## src/rtl/remote_comm.sv

```systemverilog
// UART command link: sends a 16-bit command as two 8N1 bytes (high first) and receives 8N1 response bytes.
// TX takes 20*BAUD_DIV cycles per command and ignores send_cmd while busy; resp_rdy pulses ~9.5 bit times after a start edge.
module remote_comm #(
  parameter int BAUD_DIV = 2604
) (
  input  logic        clk,
  input  logic        RST_n,
  input  logic [15:0] cmd,
  input  logic        send_cmd,
  output logic        cmd_sent,
  output logic        TX,
  input  logic        RX,
  output logic [7:0]  resp,
  output logic        resp_rdy
);

  localparam logic [11:0] BAUD_LAST = 12'(BAUD_DIV - 1);
  localparam logic [11:0] HALF_LAST = 12'(BAUD_DIV / 2 - 1);

  typedef enum logic [1:0] {TX_IDLE, TX_SEND_HI, TX_SEND_LO} tx_state_t;
  typedef enum logic [1:0] {RX_IDLE, RX_START, RX_DATA, RX_STOP} rx_state_t;

  tx_state_t   r_tx_state, w_tx_state_nxt;
  logic [11:0] r_tx_baud, w_tx_baud_nxt;
  logic [3:0]  r_tx_bit, w_tx_bit_nxt;
  logic        r_tx, w_tx_nxt;
  logic [15:0] r_cmd, w_cmd_nxt;
  logic        r_cmd_sent, w_cmd_sent_nxt;
  logic [7:0]  w_tx_byte;

  rx_state_t   r_rx_state, w_rx_state_nxt;
  logic [11:0] r_rx_cnt, w_rx_cnt_nxt;
  logic [2:0]  r_rx_bit, w_rx_bit_nxt;
  logic [7:0]  r_rx_shift, w_rx_shift_nxt;
  logic        r_rx_armed, w_rx_armed_nxt;
  logic [7:0]  r_resp, w_resp_nxt;
  logic        r_resp_rdy, w_resp_rdy_nxt;
  logic        r_rx_s1, r_rx_s2;

  always_ff @(posedge clk) begin
    if (!RST_n) begin
      r_tx_state <= TX_IDLE;
      r_tx_baud  <= '0;
      r_tx_bit   <= '0;
      r_tx       <= 1'b1;
      r_cmd      <= '0;
      r_cmd_sent <= 1'b0;
    end else begin
      r_tx_state <= w_tx_state_nxt;
      r_tx_baud  <= w_tx_baud_nxt;
      r_tx_bit   <= w_tx_bit_nxt;
      r_tx       <= w_tx_nxt;
      r_cmd      <= w_cmd_nxt;
      r_cmd_sent <= w_cmd_sent_nxt;
    end
  end

  // Bit index 0 is the start bit, 1..8 data LSB first, 9 the stop bit.
  always_comb begin
    w_tx_state_nxt = r_tx_state;
    w_tx_baud_nxt  = r_tx_baud;
    w_tx_bit_nxt   = r_tx_bit;
    w_tx_nxt       = r_tx;
    w_cmd_nxt      = r_cmd;
    w_cmd_sent_nxt = r_cmd_sent;
    w_tx_byte      = (r_tx_state == TX_SEND_HI) ? r_cmd[15:8] : r_cmd[7:0];
    case (r_tx_state)
      TX_IDLE: begin
        w_tx_nxt = 1'b1;
        if (send_cmd) begin
          w_cmd_nxt      = cmd;
          w_cmd_sent_nxt = 1'b0;
          w_tx_state_nxt = TX_SEND_HI;
          w_tx_baud_nxt  = '0;
          w_tx_bit_nxt   = '0;
          w_tx_nxt       = 1'b0;
        end
      end
      TX_SEND_HI, TX_SEND_LO: begin
        if (r_tx_baud == BAUD_LAST) begin
          w_tx_baud_nxt = '0;
          if (r_tx_bit == 4'd9) begin
            w_tx_bit_nxt = '0;
            if (r_tx_state == TX_SEND_HI) begin
              w_tx_state_nxt = TX_SEND_LO;
              w_tx_nxt       = 1'b0;
            end else begin
              w_tx_state_nxt = TX_IDLE;
              w_cmd_sent_nxt = 1'b1;
              w_tx_nxt       = 1'b1;
            end
          end else begin
            w_tx_bit_nxt = r_tx_bit + 4'd1;
            w_tx_nxt     = (r_tx_bit == 4'd8) ? 1'b1 : w_tx_byte[r_tx_bit[2:0]];
          end
        end else begin
          w_tx_baud_nxt = r_tx_baud + 12'd1;
        end
      end
      default: w_tx_state_nxt = TX_IDLE;
    endcase
  end

  always_ff @(posedge clk) begin
    if (!RST_n) begin
      r_rx_s1 <= 1'b1;
      r_rx_s2 <= 1'b1;
    end else begin
      r_rx_s1 <= RX;
      r_rx_s2 <= r_rx_s1;
    end
  end

  always_ff @(posedge clk) begin
    if (!RST_n) begin
      r_rx_state <= RX_IDLE;
      r_rx_cnt   <= '0;
      r_rx_bit   <= '0;
      r_rx_shift <= '0;
      r_rx_armed <= 1'b0;
      r_resp     <= '0;
      r_resp_rdy <= 1'b0;
    end else begin
      r_rx_state <= w_rx_state_nxt;
      r_rx_cnt   <= w_rx_cnt_nxt;
      r_rx_bit   <= w_rx_bit_nxt;
      r_rx_shift <= w_rx_shift_nxt;
      r_rx_armed <= w_rx_armed_nxt;
      r_resp     <= w_resp_nxt;
      r_resp_rdy <= w_resp_rdy_nxt;
    end
  end

  // r_rx_armed means the line has been seen high, so a low level is a genuine falling edge.
  always_comb begin
    w_rx_state_nxt = r_rx_state;
    w_rx_cnt_nxt   = r_rx_cnt;
    w_rx_bit_nxt   = r_rx_bit;
    w_rx_shift_nxt = r_rx_shift;
    w_rx_armed_nxt = r_rx_armed;
    w_resp_nxt     = r_resp;
    w_resp_rdy_nxt = 1'b0;
    case (r_rx_state)
      RX_IDLE: begin
        w_rx_cnt_nxt = '0;
        if (r_rx_armed && !r_rx_s2) begin
          w_rx_state_nxt = RX_START;
          w_rx_armed_nxt = 1'b0;
        end else if (r_rx_s2) begin
          w_rx_armed_nxt = 1'b1;
        end
      end
      RX_START: begin
        if (r_rx_cnt == HALF_LAST) begin
          w_rx_cnt_nxt = '0;
          w_rx_bit_nxt = '0;
          if (r_rx_s2) begin
            w_rx_state_nxt = RX_IDLE;
            w_rx_armed_nxt = 1'b1;
          end else begin
            w_rx_state_nxt = RX_DATA;
          end
        end else begin
          w_rx_cnt_nxt = r_rx_cnt + 12'd1;
        end
      end
      RX_DATA: begin
        if (r_rx_cnt == BAUD_LAST) begin
          w_rx_cnt_nxt   = '0;
          w_rx_shift_nxt = {r_rx_s2, r_rx_shift[7:1]};
          if (r_rx_bit == 3'd7) begin
            w_rx_state_nxt = RX_STOP;
            w_rx_bit_nxt   = '0;
          end else begin
            w_rx_bit_nxt = r_rx_bit + 3'd1;
          end
        end else begin
          w_rx_cnt_nxt = r_rx_cnt + 12'd1;
        end
      end
      RX_STOP: begin
        if (r_rx_cnt == BAUD_LAST) begin
          w_rx_cnt_nxt   = '0;
          w_rx_state_nxt = RX_IDLE;
          w_rx_armed_nxt = r_rx_s2;
          if (r_rx_s2) begin
            w_resp_nxt     = r_rx_shift;
            w_resp_rdy_nxt = 1'b1;
          end
        end else begin
          w_rx_cnt_nxt = r_rx_cnt + 12'd1;
        end
      end
      default: w_rx_state_nxt = RX_IDLE;
    endcase
  end

  assign TX       = r_tx;
  assign cmd_sent = r_cmd_sent;
  assign resp     = r_resp;
  assign resp_rdy = r_resp_rdy;

endmodule

```

## config.mk

```make
export PLATFORM = sky130hd
export DESIGN_NAME = remote_comm
export DESIGN_NICKNAME = d
export VERILOG_FILES = /design/src/rtl/remote_comm.sv
export SDC_FILE = /design/constraint.sdc
export NUM_CORES = 1
export LEC_CHECK = 0
export BUFFER_PORTS_ARGS = -buffer_cell sky130_fd_sc_hd__buf_2
export CAP_MARGIN = 10
export CORE_ASPECT_RATIO = 1.5
export CORE_UTILIZATION = 45
export DETAILED_ROUTE_END_ITERATION = 8
export PLACE_DENSITY = 0.74
export SYNTH_ARGS = -nofsm -noshare
export SYNTH_HDL_FRONTEND = slang
export SYNTH_SLANG_ARGS = --single-unit
export TNS_END_PERCENT = 30
```

## constraint.sdc

```tcl
create_clock -name clk -period 3.2 [get_ports clk]
set_input_delay 0.48 -clock clk [delete_from_list [all_inputs] [get_ports clk]]
set_output_delay 0.48 -clock clk [all_outputs]
set_load 0.02 [all_outputs]
```

=== Word level (Yosys, flattened, before mapping) ===
Cells that the tools add are included.
Widths: inputs -> output; s select.

* $add $sub $neg: 4
* Order comparisons: 1
* Equal/unequal tests: 20
* Multiplexer cells: 46
* Reduce and logical (&&, ||, !) cells: 21

{| class="wikitable"
|+ Operators by type and width
! operator !! count
|-
| $mux 12 || 4
|-
| $pmux 12 s3 || 1
|-
| $add 12x1->12 const B || 2
|-
| $eq 12x12->1 const B || 2
|-
| $pmux 12 s2 || 1
|-
| $mux 2 || 10
|-
| $ne 2x2->1 const B || 9
|-
| $reduce_and 3->1 || 6
|-
| $mux 1 || 15
|-
| $eq 12x11->1 const B || 1
|-
| $mux 4 || 3
|-
| $reduce_and 5->1 || 2
|-
| $mux 3 || 3
|-
| $eq 4x4->1 const B || 2
|-
| $mux 8 || 1
|-
| $pmux 2 s4 || 1
|-
| $pmux 4 s2 || 1
|-
| $reduce_and 2->1 || 4
|-
| $eq 2x2->1 const B || 3
|-
| $pmux 3 s2 || 1
|-
| $add 4x1->4 const B || 1
|-
| $eq 2x1->1 const B || 2
|-
| $logic_not 2->1 || 2
|-
| $lt 3x4->1 const B || 1
|-
| other kinds (11) || 14
|}

* Flip-flop bits (word level): 73
* Input bits: 20
* Output and inout bits: 11

=== Longest topological paths before layout ===
* Word-level depth: 8
* Mapped depth: 8

=== Least setup slack after synthesis ===
No wires, ideal clock.

* Kind: flip-flop to flip-flop
* From: register r_tx_baud[10]
* To: register r_tx_bit[3]
* Data arrival time: 1,795 ps
* Required time: 3,130 ps
* Path slack: 1,334 ps
* Stages on the path, launching flop included: 6
* Path buffers: 0
* Clock period less this slack: 1,866 ps
* Path through: dfxtp_1 -> or4_4 -> o31ai_4 -> nand2_4 -> or3_1 -> a21oi_1

* Word-level cells in the longest chain between the ends: 3

{| class="wikitable"
|+ RTL lines
! item !! line !! text
|-
| from (decl) || 24 || <nowiki>logic [11:0] r_tx_baud, w_tx_baud_nxt;</nowiki>
|-
| from (signal assigned) || 50 || <nowiki>r_tx_baud <= w_tx_baud_nxt;</nowiki>
|-
| $eq 12x12->1 || 80 || <nowiki>if (r_tx_baud == BAUD_LAST) begin</nowiki>
|-
| $ne 2x2->1 (no source line) || - ||
|-
| $reduce_and 3->1 (no source line) || - ||
|-
| to (signal assigned) || 51 || <nowiki>r_tx_bit <= w_tx_bit_nxt;</nowiki>
|-
| to (decl) || 25 || <nowiki>logic [3:0] r_tx_bit, w_tx_bit_nxt;</nowiki>
|}

Every way passes these cells.
A chain may end at the register's enable or synchronous reset.

=== Worst setup path after layout ===
* From: register r_rx_cnt[0]
* To: register r_resp[7] (netlist: resp[7])

* Word-level cells in the longest chain between the ends: 2

{| class="wikitable"
|+ RTL lines
! item !! line !! text
|-
| from (decl) || 32 || <nowiki>logic [11:0] r_rx_cnt, w_rx_cnt_nxt;</nowiki>
|-
| from (signal assigned) || 125 || <nowiki>r_rx_cnt <= w_rx_cnt_nxt;</nowiki>
|-
| $eq 12x12->1 || 182 || <nowiki>if (r_rx_cnt == BAUD_LAST) begin</nowiki>
|-
| $reduce_and 3->1 (no source line) || - ||
|-
| to (signal assigned) || 129 || <nowiki>r_resp <= w_resp_nxt;</nowiki>
|-
| to (decl) || 36 || <nowiki>logic [7:0] r_resp, w_resp_nxt;</nowiki>
|}

Every way passes these cells.

==> results.py <==
metrics = {
    "timing": {
        "grt_setup_unrepaired": "no",
        "hold_viol_final": 0,
        "fin_worst_skew_ps": 8.45,
        "relSlewSlack_pct": 49.9,
        "layout_min_cycle_time_ps": 2040,
        "hold-worst-slack_ps": 310,
        "finalSetupViolCount": 0,
        "fmax_mhz": 490,
        "fin_crit_sh_pct": 63.7,
        "worst_slew_pin_slew_ps": 750,
        "drv_slew": 0,
        "finalSetupTns_ps": 0,
    },
    "global_routing": {
        "grt_pass1_wl_mm": 10.7,
        "grt_usage_pct": 18.1,
        "grt_pass1_vias": 2523,
        "antenna_found_initial": 0,
        "grt_overflow": 0,
        "grt_max_degree": 46,
    },
    "power": {
        "pwr-share-seq_pct": 43.4,
        "p_leak_nw": 1.44,
        "finalPower_mw": 2.34,
        "combPwrFrac_pct": 22.0,
        "swShare_pct": 29.8,
        "power.density_nw_per_um2": 633,
        "p_clk_share_pct": 34.7,
        "p_int_mw": 1.65,
        "peakVddDrop_uv": 288,
        "p_sw_mw": 0.698,
    },
    "worst_setup_path": {
        "crit_type": "reg2reg",
        "cpPeakStageDelay_ps": 510,
        "critPathSlowestCell": "nor2_2",
        "arrival_ps": 2250,
        "timing.critical_path.from_type": "flop",
        "crit_path_end_kind": "flop",
        "crit_chain": "ha_1, and4bb_2, nand4_1, nor2_2, mux2i_1, nor2_1",
        "cp_max_fo": 8,
        "required_ps": 3410,
    },
    "drt": {
        "wl_per_cell_um": 13.1,
        "drtIter0Drc": 138,
        "drc": 0,
        "vias": 2623,
        "routed_wl_mm": 6.35,
        "drtPass1Iterations": 4,
        "viasPerCell": 5.42,
        "antenna_left": 0,
    },
    "clock_tree": {
        "cts.sink_count": 73,
        "cts_made_buffers": 9,
        "cts-resized-gates": 0,
        "clockBufferDepth": 2,
        "clock-root-buffer": "clkbuf_8",
        "cts_setup_buffers": 0,
        "worstSkewPairLatency_ps": 350,
        "hold_buffers": 0,
        "cts_tree": "built",
        "h-tree-depth": 3,
        "clk_pin_slew_ps": 70,
    },
    "floorplan": {
        "pin_count": 31,
        "die_w_um": 71.7,
        "start_util_pct": 47.3,
        "die-height_um": 107,
        "die_area_um2": 7650,
        "core_um2": 6940,
        "rows": 37,
    },
    "placement": {
        "io_buffers": 30,
        "hpwl_mm": 4.43,
        "routabilityCongestion": 0.808,
    },
    "finish": {
        "syn_to_final_growth_pct": 12.9,
        "drive_above_1_share_pct": 15.0,
        "n_fill_cell": 643,
        "fin_nets": 428,
        "num_antenna_cells": 0,
    },
    "hold_path": {
        "worstHoldPathType": "in2reg",
    },
    "yosys": {
        "synth-seq-cells": 73,
        "synth_cells": 375,
        "syn-mean-instance-area_um2": 8.75,
        "synth_area_um2": 3280,
        "syn_nets": 402,
        "async_flop_share_pct": 0,
        "synth-main-ff-cell": "dfxtp_1",
        "yosysSeqAreaShare_pct": 44.5,
        "synth-edff-count": 0,
        "synth_warnings": 0,
        "synth_cell_types": 52,
    },
    "job": {
        "max_cap_violations": 0,
    },
    "status": {
        "status": "finished clean",
    },
}
==> flip-flops by register name, indices dropped and copies added (netlist names), named ones only <==
| name | count |
|---|---|
| TX | 1 |
| cmd_sent | 1 |
| resp | 8 |
| r_rx_armed | 1 |
| r_rx_state | 1 |
| r_rx_cnt | 12 |
| r_rx_bit | 3 |
| r_rx_s1 | 1 |
| r_tx_bit | 4 |
| r_tx_baud | 12 |
| resp_rdy | 1 |
| r_rx_s2 | 1 |
| r_rx_shift | 8 |
| r_tx_state | 2 |
| r_cmd | 16 |
==> placed cells by master, fill, tap and decap left out, types with 3 or more instances in the layout <==
cell	Yosys	routed
mux2i_1	25	25
dfxtp_1	73	73
nor2b_1	5	5
and3_1	6	6
o21ai_0	4	4
xnor2_1	7	7
nand4_1	9	9
a22oi_1	3	3
buf_2	1	30
nand2_1	51	51
o21a_1	3	3
xor2_1	12	12
ha_1	7	7
nand2b_1	6	6
inv_1	9	9
clkbuf_8	0	11
nor3_1	5	5
nand3_1	15	15
nor2_1	54	54
a21oi_1	22	22
==> metrics by stage <==
step                      setup WS, ps  cell area, µm²  util [%]  cells
final                             1160            3700      53.4    484
after global routing               945            3700      53.4    484
after CTS                         1140            3700      53.4    484
after detailed placement          1150            3480      50.1    468
after global placement            1240            3480      50.1    468
after floorplan                   1330            3280         -    375
==> power by group through the flow <==
stage	Combinational [mW]	Clock [mW]	Sequential, mW
final	0.515	0.813	1.02
after global routing	0.582	0.863	1.03
after CTS	0.517	0.831	1.02
after detailed placement	0.516	0	1.04
after global placement	0.512	0	1.04
after floorplan	0.419	0	1.03
==> cell usage after synthesis (all sizes together) (7+ instances only) <==
| master | count | area share (%) |
|---|---|---|
| xor2 | 12 | 3.2 |
| a21oi | 22 | 3.4 |
| dfxtp | 73 | 45 |
| inv | 10 | 1.1 |
| nand2 | 52 | 6.2 |
| ha | 7 | 2.7 |
| nand3 | 15 | 2.3 |
| nor2 | 55 | 6.4 |
| mux2i | 25 | 7.6 |
| xnor2 | 7 | 1.9 |
| nand4 | 9 | 1.7 |
| clkbuf | 14 | 1.6 |
==> layer usage <==
metal  global-route usage, %  vias to the layer above  share of wire (%)  routed length [µm]
met1                    20.6                     1236                 45                2860
li1                        -                     1351                  -                   -
met2                    30.7                       26                 50                3170
met5                       0                        -                  0                   0
met4                    10.4                        0                2.4                 150
met3                    3.85                       10                2.5                 159
==> final cells by class <==
class / instances / area, µm² / share of cell area, %
Multi-Input combinational cell: 276 / 1720 / 46.5
Inverter: 10 / 37.5 / 1.01
Clock buffer: 11 / 151 / 4.09
Tap cell: 78 / 97.6 / 2.63
Timing Repair Buffer: 31 / 158 / 4.26
Clock inverter: 5 / 77.6 / 2.09
Sequential cell: 73 / 1460 / 39.4
==> cells by family after synthesis <==
logic type                 synth area share, %
AOI/OAI and AO/OA                         10.8
xor gates and xnor gates                  5.07
adders and majority gates                 2.67
buffers and inverters                     3.01
DFF                                       44.5
muxes                                     9.00
and+or+nand+nor                           24.9
==> path summary, 6_finish.rpt <==
| check | startpoint | depth (start not counted) | to | slack (ps) |
|---|---|---|---|---|
| hold reg to reg | r_rx_s1$_SDFF_PN1_ | 1 | r_rx_s2$_SDFF_PN1_ | 410 |
| setup / recovery | r_rx_cnt[0]$_SDFF_PN0_ | 6 | resp[7]$_SDFFE_PN0P_ | 1160 |
| setup reg to reg | r_rx_cnt[0]$_SDFF_PN0_ | 6 | resp[7]$_SDFFE_PN0P_ | 1160 |
| hold / removal | RX | 2 | r_rx_s1$_SDFF_PN1_ | 310 |
==> worst max-delay path, delay by kind of cell (launching register included) <==
family / cells / cell delay [ps]
simple gates: 4 / 1000
flops: 1 / 400
fa+ha+maj: 1 / 250
mux: 1 / 250
Power figures use the tool's default switching activity.
